$ cat src/rtl/stage4_mem_if.sv
// Bundle of the memory stage's pipeline, flush, memory-response and forwarding signals.
// The slave side is the stage itself; the master side drives and observes it.
interface stage4_mem_if #(parameter int PASS_W = 128);
  logic              wb_ex;
  logic              ertn_flush;
  logic              ws_allow_in;
  logic              ms_allow_in;
  logic              es_to_ms_valid;
  logic [31:0]       es_pc;
  logic              es_gr_we;
  logic [4:0]        es_dest;
  logic              es_res_from_mem;
  logic              es_mem_we;
  logic [4:0]        es_ld_op;
  logic [31:0]       es_result;
  logic              es_ex;
  logic [PASS_W-1:0] es_side;
  logic              data_sram_data_ok;
  logic [31:0]       data_sram_rdata;
  logic              ms_to_ws_valid;
  logic [31:0]       ms_pc;
  logic              ms_gr_we;
  logic [4:0]        ms_dest;
  logic [31:0]       ms_final_result;
  logic              ms_ex;
  logic [PASS_W-1:0] ms_side;
  logic              ms_has_ex;
  logic              ms_fwd_valid;
  logic [4:0]        ms_fwd_dest;
  logic [31:0]       ms_fwd_data;
  logic              ms_fwd_stall;
  logic              dbg_data_seen;
  logic              dbg_discard;

  modport slave (
    input  wb_ex, ertn_flush, ws_allow_in, es_to_ms_valid, es_pc, es_gr_we, es_dest,
           es_res_from_mem, es_mem_we, es_ld_op, es_result, es_ex, es_side,
           data_sram_data_ok, data_sram_rdata,
    output ms_allow_in, ms_to_ws_valid, ms_pc, ms_gr_we, ms_dest, ms_final_result, ms_ex,
           ms_side, ms_has_ex, ms_fwd_valid, ms_fwd_dest, ms_fwd_data, ms_fwd_stall,
           dbg_data_seen, dbg_discard
  );

  modport master (
    output wb_ex, ertn_flush, ws_allow_in, es_to_ms_valid, es_pc, es_gr_we, es_dest,
           es_res_from_mem, es_mem_we, es_ld_op, es_result, es_ex, es_side,
           data_sram_data_ok, data_sram_rdata,
    input  ms_allow_in, ms_to_ws_valid, ms_pc, ms_gr_we, ms_dest, ms_final_result, ms_ex,
           ms_side, ms_has_ex, ms_fwd_valid, ms_fwd_dest, ms_fwd_data, ms_fwd_stall,
           dbg_data_seen, dbg_discard
  );
endinterface

$ cat src/rtl/stage4_mem.sv
// Memory-access stage: waits for the data response of an issued load/store, extends
// load data, forwards to decode and drops a stale response left behind by a flush.
module stage4_mem #(
  parameter int PASS_W = 128
) (
  input logic         clk,
  input logic         reset,
  stage4_mem_if.slave bus
);
  // Handshakes: a transfer happens on a cycle where valid and the receiver's allow_in are
  // both high; valid never depends combinationally on the receiver's allow_in.
  logic              ms_valid;
  logic [31:0]       ms_pc;
  logic              ms_gr_we;
  logic [4:0]        ms_dest;
  logic              ms_res_from_mem;
  logic              ms_mem_we;
  logic [4:0]        ms_ld_op;
  logic [31:0]       ms_result;
  logic              ms_ex;
  logic [PASS_W-1:0] ms_side;
  logic [31:0]       rdata_buf;
  logic              data_seen;
  logic              discard;

  logic        flush, mem_op, data_ok_live, ready_go, allow_in;
  logic        accept, leave, capture, set_discard;
  logic [31:0] load_word, load_ext;
  logic [7:0]  ld_byte;
  logic [15:0] ld_half;

  assign flush        = bus.wb_ex | bus.ertn_flush;
  assign mem_op       = ms_res_from_mem | ms_mem_we;
  assign data_ok_live = bus.data_sram_data_ok & ~discard;
  assign ready_go     = ~mem_op | ms_ex | data_seen | data_ok_live;
  assign allow_in     = ~discard & (~ms_valid | (ready_go & bus.ws_allow_in));
  assign accept       = bus.es_to_ms_valid & allow_in & ~flush;
  assign leave        = ms_valid & ready_go & bus.ws_allow_in;
  assign capture      = data_ok_live & ms_valid & mem_op & ~ms_ex & ~data_seen;
  // A request still in flight at flush time leaves one response to swallow later.
  assign set_discard  = flush & ms_valid & mem_op & ~ms_ex & ~data_seen & ~bus.data_sram_data_ok;

  always_ff @(posedge clk or posedge reset) begin
    if (reset) begin
      ms_valid  <= 1'b0;
      data_seen <= 1'b0;
      discard   <= 1'b0;
      rdata_buf <= 32'd0;
    end else begin
      if (flush)       ms_valid <= 1'b0;
      else if (accept) ms_valid <= 1'b1;
      else if (leave)  ms_valid <= 1'b0;

      if (accept || flush || leave) data_seen <= 1'b0;
      else if (capture)             data_seen <= 1'b1;

      if (capture) rdata_buf <= bus.data_sram_rdata;

      if (set_discard)                            discard <= 1'b1;
      else if (bus.data_sram_data_ok && discard)  discard <= 1'b0;
    end
  end

  always_ff @(posedge clk or posedge reset) begin
    if (reset) begin
      ms_pc           <= 32'd0;
      ms_gr_we        <= 1'b0;
      ms_dest         <= 5'd0;
      ms_res_from_mem <= 1'b0;
      ms_mem_we       <= 1'b0;
      ms_ld_op        <= 5'd0;
      ms_result       <= 32'd0;
      ms_ex           <= 1'b0;
      ms_side         <= '0;
    end else if (accept) begin
      ms_pc           <= bus.es_pc;
      ms_gr_we        <= bus.es_gr_we & ~bus.es_ex;
      ms_dest         <= bus.es_dest;
      ms_res_from_mem <= bus.es_res_from_mem;
      ms_mem_we       <= bus.es_mem_we;
      ms_ld_op        <= bus.es_ld_op;
      ms_result       <= bus.es_result;
      ms_ex           <= bus.es_ex;
      ms_side         <= bus.es_side;
    end
  end

  // Data arriving this cycle is used directly; a response held over a stall comes from the buffer.
  assign load_word = data_seen ? rdata_buf : bus.data_sram_rdata;

  always_comb begin
    ld_byte = load_word[7:0];
    case (ms_result[1:0])
      2'd1:    ld_byte = load_word[15:8];
      2'd2:    ld_byte = load_word[23:16];
      2'd3:    ld_byte = load_word[31:24];
      default: ld_byte = load_word[7:0];
    endcase
    ld_half  = ms_result[1] ? load_word[31:16] : load_word[15:0];
    load_ext = load_word;
    if (ms_ld_op[1])      load_ext = {{24{ld_byte[7]}}, ld_byte};
    else if (ms_ld_op[2]) load_ext = {24'd0, ld_byte};
    else if (ms_ld_op[3]) load_ext = {{16{ld_half[15]}}, ld_half};
    else if (ms_ld_op[4]) load_ext = {16'd0, ld_half};
  end

  assign bus.ms_allow_in     = allow_in;
  assign bus.ms_to_ws_valid  = ms_valid & ready_go & ~flush;
  assign bus.ms_pc           = ms_pc;
  assign bus.ms_gr_we        = ms_gr_we;
  assign bus.ms_dest         = ms_dest;
  assign bus.ms_final_result = ms_res_from_mem ? load_ext : ms_result;
  assign bus.ms_ex           = ms_ex;
  assign bus.ms_side         = ms_side;
  assign bus.ms_has_ex       = ms_valid & ms_ex;
  assign bus.ms_fwd_valid    = ms_valid & ms_gr_we & (ms_dest != 5'd0);
  assign bus.ms_fwd_dest     = ms_dest;
  assign bus.ms_fwd_data     = bus.ms_final_result;
  assign bus.ms_fwd_stall    = bus.ms_fwd_valid & ms_res_from_mem & ~ready_go;
  assign bus.dbg_data_seen   = data_seen;
  assign bus.dbg_discard     = discard;
endmodule

$ cat src/flat_wrapper.sv
// flat-port wrapper written by rule: the top's interface ports become plain ports
module stage4_mem_flat 
#(
  parameter int PASS_W = 128
)
  (clk, reset, bus_wb_ex, bus_ertn_flush, bus_ws_allow_in, bus_es_to_ms_valid, bus_es_pc, bus_es_gr_we, bus_es_dest, bus_es_res_from_mem, bus_es_mem_we, bus_es_ld_op, bus_es_result, bus_es_ex, bus_es_side, bus_data_sram_data_ok, bus_data_sram_rdata, bus_ms_allow_in, bus_ms_to_ws_valid, bus_ms_pc, bus_ms_gr_we, bus_ms_dest, bus_ms_final_result, bus_ms_ex, bus_ms_side, bus_ms_has_ex, bus_ms_fwd_valid, bus_ms_fwd_dest, bus_ms_fwd_data, bus_ms_fwd_stall, bus_dbg_data_seen, bus_dbg_discard);
  stage4_mem_if #(.PASS_W(PASS_W)) bus_i ();
  input logic clk;
  input logic reset;
  input wire logic [$bits(bus_i.wb_ex)-1:0] bus_wb_ex;
  input wire logic [$bits(bus_i.ertn_flush)-1:0] bus_ertn_flush;
  input wire logic [$bits(bus_i.ws_allow_in)-1:0] bus_ws_allow_in;
  input wire logic [$bits(bus_i.es_to_ms_valid)-1:0] bus_es_to_ms_valid;
  input wire logic [$bits(bus_i.es_pc)-1:0] bus_es_pc;
  input wire logic [$bits(bus_i.es_gr_we)-1:0] bus_es_gr_we;
  input wire logic [$bits(bus_i.es_dest)-1:0] bus_es_dest;
  input wire logic [$bits(bus_i.es_res_from_mem)-1:0] bus_es_res_from_mem;
  input wire logic [$bits(bus_i.es_mem_we)-1:0] bus_es_mem_we;
  input wire logic [$bits(bus_i.es_ld_op)-1:0] bus_es_ld_op;
  input wire logic [$bits(bus_i.es_result)-1:0] bus_es_result;
  input wire logic [$bits(bus_i.es_ex)-1:0] bus_es_ex;
  input wire logic [$bits(bus_i.es_side)-1:0] bus_es_side;
  input wire logic [$bits(bus_i.data_sram_data_ok)-1:0] bus_data_sram_data_ok;
  input wire logic [$bits(bus_i.data_sram_rdata)-1:0] bus_data_sram_rdata;
  output wire logic [$bits(bus_i.ms_allow_in)-1:0] bus_ms_allow_in;
  output wire logic [$bits(bus_i.ms_to_ws_valid)-1:0] bus_ms_to_ws_valid;
  output wire logic [$bits(bus_i.ms_pc)-1:0] bus_ms_pc;
  output wire logic [$bits(bus_i.ms_gr_we)-1:0] bus_ms_gr_we;
  output wire logic [$bits(bus_i.ms_dest)-1:0] bus_ms_dest;
  output wire logic [$bits(bus_i.ms_final_result)-1:0] bus_ms_final_result;
  output wire logic [$bits(bus_i.ms_ex)-1:0] bus_ms_ex;
  output wire logic [$bits(bus_i.ms_side)-1:0] bus_ms_side;
  output wire logic [$bits(bus_i.ms_has_ex)-1:0] bus_ms_has_ex;
  output wire logic [$bits(bus_i.ms_fwd_valid)-1:0] bus_ms_fwd_valid;
  output wire logic [$bits(bus_i.ms_fwd_dest)-1:0] bus_ms_fwd_dest;
  output wire logic [$bits(bus_i.ms_fwd_data)-1:0] bus_ms_fwd_data;
  output wire logic [$bits(bus_i.ms_fwd_stall)-1:0] bus_ms_fwd_stall;
  output wire logic [$bits(bus_i.dbg_data_seen)-1:0] bus_dbg_data_seen;
  output wire logic [$bits(bus_i.dbg_discard)-1:0] bus_dbg_discard;
  assign bus_i.wb_ex = bus_wb_ex;
  assign bus_i.ertn_flush = bus_ertn_flush;
  assign bus_i.ws_allow_in = bus_ws_allow_in;
  assign bus_i.es_to_ms_valid = bus_es_to_ms_valid;
  assign bus_i.es_pc = bus_es_pc;
  assign bus_i.es_gr_we = bus_es_gr_we;
  assign bus_i.es_dest = bus_es_dest;
  assign bus_i.es_res_from_mem = bus_es_res_from_mem;
  assign bus_i.es_mem_we = bus_es_mem_we;
  assign bus_i.es_ld_op = bus_es_ld_op;
  assign bus_i.es_result = bus_es_result;
  assign bus_i.es_ex = bus_es_ex;
  assign bus_i.es_side = bus_es_side;
  assign bus_i.data_sram_data_ok = bus_data_sram_data_ok;
  assign bus_i.data_sram_rdata = bus_data_sram_rdata;
  assign bus_ms_allow_in = bus_i.ms_allow_in;
  assign bus_ms_to_ws_valid = bus_i.ms_to_ws_valid;
  assign bus_ms_pc = bus_i.ms_pc;
  assign bus_ms_gr_we = bus_i.ms_gr_we;
  assign bus_ms_dest = bus_i.ms_dest;
  assign bus_ms_final_result = bus_i.ms_final_result;
  assign bus_ms_ex = bus_i.ms_ex;
  assign bus_ms_side = bus_i.ms_side;
  assign bus_ms_has_ex = bus_i.ms_has_ex;
  assign bus_ms_fwd_valid = bus_i.ms_fwd_valid;
  assign bus_ms_fwd_dest = bus_i.ms_fwd_dest;
  assign bus_ms_fwd_data = bus_i.ms_fwd_data;
  assign bus_ms_fwd_stall = bus_i.ms_fwd_stall;
  assign bus_dbg_data_seen = bus_i.dbg_data_seen;
  assign bus_dbg_discard = bus_i.dbg_discard;
  stage4_mem #(.PASS_W(PASS_W)) u_core (.clk(clk), .reset(reset), .bus(bus_i));
endmodule
$ cat config.mk
export PLATFORM = sky130hd
export DESIGN_NAME = stage4_mem_flat
export DESIGN_NICKNAME = d
export VERILOG_FILES = /design/src/rtl/stage4_mem_if.sv /design/src/rtl/stage4_mem.sv /design/src/flat_wrapper.sv
export SDC_FILE = /design/constraint.sdc
export NUM_CORES = 1
export LEC_CHECK = 0
export ABC_AREA = 1
export CORE_ASPECT_RATIO = 1.1
export CORE_UTILIZATION = 30
export CTS_BUF_LIST = sky130_fd_sc_hd__clkbuf_4 sky130_fd_sc_hd__clkbuf_8
export DETAILED_ROUTE_END_ITERATION = 7
export HOLD_SLACK_MARGIN = 0.02
export PLACE_DENSITY = 0.64
export SLEW_MARGIN = 30
export SYNTH_ARGS = -nofsm -noshare
export SYNTH_HDL_FRONTEND = slang
export SYNTH_SLANG_ARGS = --single-unit
$ cat constraint.sdc
create_clock -name clk -period 10.4 [get_ports clk]
set_input_delay 1.56 -clock clk [delete_from_list [all_inputs] [get_ports clk]]
set_output_delay 1.56 -clock clk [all_outputs]
set_load 0.01 [all_outputs]
### Word-level counts from Yosys, hierarchy flattened

Index checks and enable logic that the tools add are counted.

| word-level totals | value |
|---|---|
| register bits | 241 |
| input port bits | 245 |
| output and inout port bits | 243 |
| word-level logic and storage cells | 76 |

| operators by class | value |
|---|---|
| equality and inequality tests | 3 |
| multiplexer cells | 15 |
| bitwise operators | 38 |
| reductions and logical operators | 7 |

Operator list:

| operator | count |
|---|---|
| 2-to-1 mux 32 bit | 6 |
| one-hot mux 8 bit (3 select lines) | 1 |
| bitwise AND 1 bit | 23 |
| 2-to-1 mux 16 bit | 1 |
| inverter 1 bit | 9 |
| 2-to-1 mux 1 bit | 7 |
| OR 1 bit | 6 |
| nonzero test 5 bit | 1 |
| equality test 2 bit, second input constant | 2 |
| nonzero test 2 bit | 2 |
| nonzero test 3 bit | 1 |
| equality test 2 x 1 -> 1 bit, second input constant | 1 |
| logical OR 1 bit | 2 |
| logical AND 1 bit | 1 |

### Depth between registers and ports, before layout

Gate-level depths: netlist (run 1).

| logic depth | value |
|---|---|
| depth in word-level cells | 13 |
| depth in mapped cells | 14 |
| gate-level depth less buffers | 11 |

### Least setup slack after synthesis (run 1)

Ideal clock, no wire load.

| timing path | value |
|---|---|
| path type | input-to-output |
| start point | input port bus_data_sram_rdata[15] |
| end point | output port bus_ms_fwd_data[11] |
| arrival | 2463 ps |
| required time | 8840 ps |
| path slack | 6377 ps |
| cell stages on the path | 12 |
| path buffers | 2 |
| cells stage by stage | inv_1 nand2_1 nand3_1 nand2_1 nand2_1 nand2_2 nand2_4 buf_6 nand2_1 nand2_1 nand2_1 buf_4 |

| on the way | value |
|---|---|
| longest elaborated chain between the ends | 4 |

Ends and longest elaborated chain:

| what | line | source |
|---|---|---|
| start, declared | flat_wrapper.sv:24 | `input wire logic [$bits(bus_i.data_sram_rdata)-1:0] bus_data_sram_rdata;` |
| 2-to-1 mux 32 bit | stage4_mem.sv:89 | `assign load_word = data_seen ? rdata_buf : bus.data_sram_rdata;` |
| one-hot mux 8 bit (3 select lines) | stage4_mem.sv:93 | `case (ms_result[1:0])` |
| 2-to-1 mux 32 bit | stage4_mem.sv:101 | `if (ms_ld_op[1]) load_ext = {{24{ld_byte[7]}}, ld_byte};` |
| 2-to-1 mux 32 bit | stage4_mem.sv:112 | `assign bus.ms_final_result = ms_res_from_mem ? load_ext : ms_result;` |
| end, declared | flat_wrapper.sv:36 | `output wire logic [$bits(bus_i.ms_fwd_data)-1:0] bus_ms_fwd_data;` |

No other way between the ends.

### Final worst setup path (run 1)

| timing path | value |
|---|---|
| start point | input port bus_data_sram_rdata[29] |
| end point | output port bus_ms_fwd_data[13] |

| on the way | value |
|---|---|
| longest elaborated chain between the ends | 7 |

Ends and longest elaborated chain:

| what | line | source |
|---|---|---|
| 2-to-1 mux 32 bit (*) | stage4_mem.sv:89 |  |
| 2-to-1 mux 16 bit (*) | stage4_mem.sv:99 | `ld_half = ms_result[1] ? load_word[31:16] : load_word[15:0];` |
| 2-to-1 mux 32 bit | stage4_mem.sv:104 | `else if (ms_ld_op[4]) load_ext = {16'd0, ld_half};` |
| 2-to-1 mux 32 bit (*) | stage4_mem.sv:103 | `else if (ms_ld_op[3]) load_ext = {{16{ld_half[15]}}, ld_half};` |
| 2-to-1 mux 32 bit (*) | stage4_mem.sv:102 | `else if (ms_ld_op[2]) load_ext = {24'd0, ld_byte};` |
| 2-to-1 mux 32 bit (*) | stage4_mem.sv:101 |  |
| 2-to-1 mux 32 bit (*) | stage4_mem.sv:112 |  |

Mark *: on every way between the ends. The rest lies on a longest branch, timed or not.

==> results of run 1 <==
## tightest hold or removal path, cell delays in order, from the launching register on
cell and delay (ns):
dfrtp_1 0.34, nand2_1 0.06, o21ai_2 0.05
## worst paths after layout
kind / end / slack [ns] / cells past startpoint
worst max-delay path: bus_ms_fwd_data[13] / 5.08 / 8
worst min-delay path: u_core.bus.ms_side[59]$_DFFE_PP0P_ / 0.48 / 2
worst max register to register: u_core.bus.ms_side[23]$_DFFE_PP0P_ / 6.65 / 11
worst min register to register: u_core.bus.ms_side[59]$_DFFE_PP0P_ / 0.48 / 2
max in group asynchronous: u_core.bus.ms_side[48]$_DFFE_PP0P_ / 7.51 / 3
min in group asynchronous: u_core.bus.ms_side[70]$_DFFE_PP0P_ / 1.54 / 2
## state kept, by name, summed over array words and instances, names as in the netlist
register / flops
u_core.ms_mem_we: 1
u_core.bus.ms_pc: 32
u_core.rdata_buf: 32
u_core.ms_ld_op: 4
u_core.bus.ms_dest: 5
u_core.ms_result: 32
u_core.bus.ms_gr_we: 1
u_core.ms_valid: 1
u_core.bus.dbg_discard: 1
u_core.ms_res_from_mem: 1
u_core.bus.ms_side: 128
u_core.bus.ms_ex: 1
u_core.bus.dbg_data_seen: 1
## cell families (layout without fill, tap and decap cells)
kind of cell	after synthesis	in the layout	share of synthesized area
AND/OR/NAND/NOR	549	549	0.176
buffers and inverters	377	832	0.160
AO/OA/AOI/OAI	295	295	0.174
other	0	1	0
flip-flops	240	240	0.491
## metrics by stage
stage / cells / total power, mW / area (sq um)
after floorplan: 1461 / 1.88 / 12200
after global placement: 2352 / 2.44 / 16900
after CTS: 2429 / 3.51 / 17900
after global routing: 2429 / 3.67 / 17900
final: 2430 / 3.45 / 17900
after detailed placement: 2352 / 2.46 / 16900
## cells in the final DEF (no fill, tap or decap), types with 2 or more instances in the layout
master | netlist | layout
nor2_1 | 31 | 29
clkbuf_4 | 0 | 10
or2_1 | 4 | 4
buf_6 | 51 | 2
bufinv_16 | 0 | 2
o21ai_2 | 160 | 160
clkinv_2 | 0 | 3
clkdlybuf4s50_1 | 0 | 486
buf_4 | 38 | 6
o21ai_0 | 72 | 72
o211ai_1 | 19 | 19
or2_2 | 3 | 3
clkinv_8 | 0 | 2
dfrtp_1 | 240 | 240
nand3_1 | 12 | 12
o21ai_1 | 27 | 27
clkbuf_8 | 0 | 57
nand2_1 | 485 | 485
a21oi_1 | 17 | 17
nor3_1 | 2 | 2
inv_6 | 1 | 2
nand2_2 | 5 | 5
inv_1 | 258 | 257
nor2_2 | 1 | 2
## final cells by class
type                       count  share of cell area
antenna                        1            0.000140
clock buffer                  67              0.0481
clock inverter                10             0.00742
inverter                     260              0.0553
multi-input combinational    844               0.240
sequential                   240               0.336
tap                          513              0.0359
timing repair buffer         495               0.277
## power groups by stage
| stage | combinational (mW) | sequential [mW] | clock, mW |
|---|---|---|---|
| 2_1_floorplan | 0.560 | 1.32 | 0 |
| 3_3_place_gp | 1.17 | 1.26 | 0 |
| 3_5_place_dp | 1.19 | 1.27 | 0 |
| 4_1_cts | 1.19 | 1.26 | 1.06 |
| 5_1_grt | 1.29 | 1.29 | 1.09 |
| 6_report | 1.18 | 1.26 | 1.01 |
## layer usage
metal  global-route usage  share of wire  routed length, microns  up-vias
met5                    0         0.0013                      50        -
met3               0.0826           0.11                    4240       93
met1                0.203           0.38                   14400     4718
met4               0.0777          0.038                    1420        8
met2                0.293           0.47                   17800      414
li1                     -              -                       -     5256
==> summary.md, run 1 <==
| Metric | Value |
|---|---|
| HPWL after detailed placement | `28000 microns` |
| Die area | `41600 sq um` |
| Crit path time final | `5.32 ns` |
| Area occupied by multi-input gates | `4290 sq um` |
| Ys async rst share | `1.00` |
| # DRC | `0` |
| Dpl ws | `5.20 ns` |
| Critical Path Most Common Cell | `nand2_1` |
| Sink Count | `240` |
| Die H | `214 microns` |
| First-pass GRT wire length | `57700 microns` |
| PwrDens | `193 nW/um^2` |
| Routed wire length | `37900 microns` |
| Grt ovf | `0` |
| Routed vias | `10.5k` |
| Buf/Inv on CP | `2` |
| CP max stage cell | `o21ai_0` |
| Clock Root Buffer | `clkbuf_8` |
| Fillers | `3975` |
| Num rows | `77` |
| CTS Buf Count | `44` |
| Synth Flop Type | `dfrtp_1` |
| Starting DRT DRC Count | `563` |
| TritonRoute pass-1 iters | `6` |
| Worst skew pair latency | `0.61 ns` |
| Top cells by count, synth | `nand2_1, inv_1, dfrtp_1` |
| Die width | `195 microns` |
| CTS tree | `yes` |
| Data required, critical path | `8.84 ns` |
| Initial antenna violation count | `7` |
| H-tree Lvls | `2` |
| Startpoint types | `primary input` |
| Register area | `6010 sq um` |
| Slew headroom | `0.283` |
| Synth area leader | `dfrtp_1` |
| Postcts setup bufs | `0` |
| Most frequent cell after synthesis | `nand2_1` |
| Unique masters post-synth | `28` |
| Fin nets | `2130` |
| Switching portion of total power | `0.323` |
| Endpoints failing hold | `0` |
| Sw power | `1.12 mW` |
| Worst slew pin tran | `1.08 ns` |
| GPL Wtd Cong | `0.915` |
| Layout area overhead | `46.0%` |
| Yosys reg bits | `240` |
| Startpoint of the worst hold path | `u_core.bus.ms_side[59]$_DFFE_PP0P_` |
| Max Freq | `188 MHz` |
| Crit Path Class | `in -> out` |
| Per-cell routed wire length | `15.6 microns` |
| Vias in the first global route | `10.4k` |
| Cell Area, Synth | `12200 sq um` |
| Worst Path Max Fanout | `3` |
| Total GRT Usage | `0.180` |
| CTS clk-pin slew, worst paths | `0.06 ns` |
| CP arrival | `3.76 ns` |
| Synth Area per Inst | `8.38 sq um` |
| Crit share post-route | `0.511` |
| Min setup slack post-route | `5.08 ns` |
| CTS max path bufs | `3` |
| Fin Hold WS | `0.479 ns` |
| Largest delay share family, worst path | `buffers and inverters` |
| Syn_nets | `1706` |
| Warning count from the yosys run | `0` |
| Status | `finished, final reports clean` |
| Layout cells sized above 1 | `0.137` |
| Cts hold-fix bufs | `0` |
| Synth top area share | `0.491` |
| Final setup viols | `0` |
| Post_cts resized | `0` |
| CP Launch Point | `bus_data_sram_rdata[29]` |
| Largest net degree at the start of global routing | `189` |
| Hold Path Class | `reg -> reg` |
| RSZ-0062 raised after global routing | `false` |
| Combinational power share | `0.341` |
| CP endpoint kind | `output pin` |
| Slowest cell delay on critical path | `0.70 ns` |
| Io pins | `488` |
| Starting Density | `0.305` |
| Clk_skew | `0.0362 ns` |
| Port buffer count | `486` |
| Core area | `40200 sq um` |
| Final Max Slew Viols | `0` |
| Clock network power share | `0.293` |
| Power Internal | `2.33 mW` |
| Seq pwr share | `0.365` |
| Top cells by area, synth | `dfrtp_1, nand2_1, o21ai_2` |
| Cells after Synth | `1461` |
| Max VDD drop | `0.117 mV` |
| Core Util, Final | `0.445` |
| Register area share after synthesis | `0.491` |
| Reg-to-Reg Start | `u_core.ms_res_from_mem$_DFFE_PP0P_` |
| TNS Setup | `0 ns` |
| Ordered list of cells on the worst path | `clkdlybuf4s50_1, o21ai_0, nand2_1, o211ai_1, nand2_1, nand2_1, nand2_1, clkdlybuf4s50_1` |
| # Max-Cap Violations | `0` |
| LEAKAGE | `8.85 nW` |
| Number of enable flip-flop cells after synthesis | `0` |
| Antenna viol nets, final | `0` |
| Via density | `4.32` |
No activity file was read; power rests on OpenSTA's default activity.
==> run 2, diff against run 1 <==
- PLACE_DENSITY: 0.64 -> 0.66
- clock period: 10.4 -> 4.4 ns (I/O delays scaled with it)
==> run 2 against run 1 <==
  * Clock power grew 130%
  * Clock-buffer cell count increased by 1
  * Die area unchanged
  * Via count is 0.73% higher
  * Setup slack got worse by 4.5 ns
  * Design area is 0.11% higher
  * Utilization is essentially flat
  * First-iteration DRC count up 22%
  * Sequential share of layout area barely moved
  * Worst hold slack got worse by 0.0040 ns
  * Clock skew down 0.015 ns
  * Routed wire length rose by 1.4%
==> summary.md, run 2 (synthesized netlist as in run 1, its figures left out) <==
| Metric | Value |
|---|---|
| Reg2Reg Capture Point | `u_core.bus.ms_side[32]$_DFFE_PP0P_` |
| Combinational power share | `0.347 (+0.006)` |
| Max VDD drop | `0.271 mV (+130%)` |
| Clk_skew | `0.0210 ns (-0.0153 ns)` |
| Crit share post-route | `0.859` |
| Total GRT Usage | `0.183 (+0.00357)` |
| Postcts setup bufs | `0 (unchanged)` |
| Initial antenna violation count | `2 (-5)` |
| H-tree Lvls | `2 (unchanged)` |
| Starting DRT DRC Count | `688 (+22%)` |
| Clock Root Buffer | `clkbuf_8` |
| CP endpoint kind | `output pin` |
| LEAKAGE | `8.87 nW (+0.21%)` |
| Worst slew pin tran | `0.864 ns (-0.211 ns)` |
| Commonest cells after routing, fill and taps aside | `clkdlybuf4s50_1, nand2_1, inv_1, dfrtp_1, o21ai_2` |
| Seq pwr share | `0.368 (+0.003)` |
| Vias in the first global route | `10.5k (+1.2%)` |
| Die width | `195 microns (unchanged)` |
| Reg-to-Reg Start | `u_core.bus.dbg_data_seen$_DFFE_PP0P_` |
| Endpoints failing hold | `0 (unchanged)` |
| Dpl ws | `0.936 ns (-4.27 ns)` |
| Status | `finished, final reports clean` |
| TNS Setup | `0 ns (unchanged)` |
| CTS clk-pin slew, worst paths | `0.06 ns (about the same)` |
| CP max stage cell | `nor2_2` |
| Slowest cell delay on critical path | `0.67 ns (-0.03 ns)` |
| Min setup slack post-route | `0.620 ns (-4.46 ns)` |
| Layout cells sized above 1 | `0.139 (+0.00217)` |
| TritonRoute pass-1 iters | `5 (-1)` |
| Ordered list of cells on the worst path | `nor2_1, buf_4, nor2_2, buf_4, nand2_1, o211ai_1, nand2_1, inv_1, nand2_1, nand2_1, clkdlybuf4s50_1` |
| Max reg flops | `128 (unchanged)` |
| CTS Buf Count | `46 (+4.5%)` |
| Die H | `214 microns (unchanged)` |
| Per-cell routed wire length | `15.8 microns (+1.1%)` |
| Crit Path Class | `reg -> out` |
| Worst Path Max Fanout | `21 (+18)` |
| Finished Layout Cells | `2437 (+0.29%)` |
| # Max-Cap Violations | `0 (unchanged)` |
| GPL Wtd Cong | `0.913 (-0.30%)` |
| RSZ-0062 raised after global routing | `false` |
| Fin nets | `2138 (+0.38%)` |
| Sw power | `2.62 mW (+130%)` |
| First-pass GRT wire length | `58900 microns (+2.1%)` |
| CP arrival | `3.12 ns (-0.64 ns)` |
| Cts hold-fix bufs | `0 (unchanged)` |
| R2R setup slack | `1.75 ns (-4.90 ns)` |
| Clock network power share | `0.285 (-0.008)` |
| Reg with most FFs | `u_core.bus.ms_side` |
| Worst skew pair latency | `0.60 ns (about the same)` |
| Power Internal | `5.48 mW (+130%)` |
| Crit path time final | `3.78 ns` |
| Slew headroom | `0.423 (+0.140)` |
| HPWL after detailed placement | `28600 microns (+2.2%)` |
| CTS tree | `yes` |
| Fin Hold WS | `0.475 ns (-0.00402 ns)` |
| Data required, critical path | `3.74 ns (-5.10 ns)` |
| Starting Density | `0.305 (unchanged)` |
| Startpoint of the worst hold path | `u_core.bus.ms_side[83]$_DFFE_PP0P_` |
| # DRC | `0 (unchanged)` |
| Num rows | `77 (unchanged)` |
| Final setup viols | `0 (unchanged)` |
| Routed vias | `10.6k (+0.73%)` |
| Commonest non-fill, non-tap cell in the layout | `clkdlybuf4s50_1` |
| Max Freq | `265 MHz` |
| Largest net degree at the start of global routing | `158 (-16%)` |
| Sink Count | `240 (unchanged)` |
| Antenna viol nets, final | `0 (unchanged)` |
| Via density | `4.34 (+0.44%)` |
| CTS max path bufs | `3 (unchanged)` |
| PwrDens | `452 nW/um^2 (+130%)` |
| Worst Reg2Reg Path Length in Cells | `8 (-3)` |
| Routed wire length | `38400 microns (+1.4%)` |
| WHS Endpoint | `u_core.bus.ms_side[83]$_DFFE_PP0P_` |
| Startpoint types | `flop` |
| Critical Path Most Common Cell | `nand2_1` |
| Post_cts resized | `0 (unchanged)` |
| Switching portion of total power | `0.323 (about the same)` |
| Final Max Slew Viols | `0 (unchanged)` |
| Die area | `41600 sq um (unchanged)` |
| Placed Cells | `2358 (+0.26%)` |
| Hold Crit Depth | `2 (unchanged)` |
| Grt ovf | `0 (unchanged)` |
| Core Util, Final | `0.445 (+0.000467)` |
| Hold Path Class | `reg -> reg` |
| Io pins | `488 (unchanged)` |
| Layout area overhead | `46.1%` |
| Port buffer count | `486 (unchanged)` |
| Core area | `40200 sq um (unchanged)` |
## run 2: cell count changes in the layout (fill, tap and decap cells not counted), sizes merged
cell / previous run / this run
buf: 9 / 15
clkbuf: 67 / 68
clkinv: 6 / 5
clkinvlp: 1 / 2
diode: 1 / 2
inv: 261 / 260
## run 2: worst max-delay path, delay by kind of cell, from the launching register on
family                 cells  cell delay [ns]
and+or+nand+nor            6             1.01
buffers and inverters      4             1.06
AOI/OAI and AO/OA          1             0.09
DFF                        1             0.38
## run 2: final cells by class
| cell class | count | area [sq um] |
|---|---|---|
| Sequential cell | 240 | 6010 |
| Clock inverter | 9 | 115 |
| Multi-Input combinational cell | 844 | 4280 |
| Timing Repair Buffer | 501 | 5030 |
| Tap cell | 513 | 642 |
| Antenna cell | 2 | 5.00 |
| Fill cell | 3941 | 22300 |
| Inverter | 260 | 985 |
| Clock buffer | 68 | 830 |
## run 2: worst max path at each step
| stage | startpoint | endpoint | depth (start not counted) |
|---|---|---|---|
| floorplan | reset | u_core.bus.dbg_data_seen$_DFFE_PP0P_ | 1 |
| global placement | bus_data_sram_rdata[10] | bus_ms_final_result[2] | 10 |
| detailed placement | bus_data_sram_rdata[10] | bus_ms_final_result[2] | 10 |
| CTS | u_core.bus.dbg_data_seen$_DFFE_PP0P_ | bus_ms_final_result[27] | 9 |
| global route | u_core.ms_ld_op[3]$_DFFE_PP0P_ | bus_ms_final_result[5] | 11 |
| finish | u_core.ms_ld_op[3]$_DFFE_PP0P_ | bus_ms_final_result[5] | 11 |
## run 2: per-stage QoR
step,cell area [sq um],power [mW]
global route,17900,8.62
global placement,16900,5.79
detailed placement,16900,5.85
CTS,17900,8.23
floorplan,12200,4.44
finish,17900,8.09
## run 2: layer usage
metal,GRT usage,share of wire
met5,0,0
met4,0.0649,0.025
met3,0.0720,0.095
met1,0.216,0.40
met2,0.303,0.48
## run 2: power by group through the flow
stage	registers (mW)	clock network, mW	logic, mW
2_1_floorplan	3.11	0	1.33
3_3_place_gp	2.98	0	2.80
3_5_place_dp	3.01	0	2.84
4_1_cts	2.98	2.40	2.85
5_1_grt	3.04	2.49	3.09
6_report	2.98	2.31	2.81
==> run 3, diff against run 2 <==
- ABC_CLOCK_PERIOD_IN_PS: unset -> 4400
==> results of run 3 <==
Same layout as run 2: the final DEF is identical, and so are final timing and power.
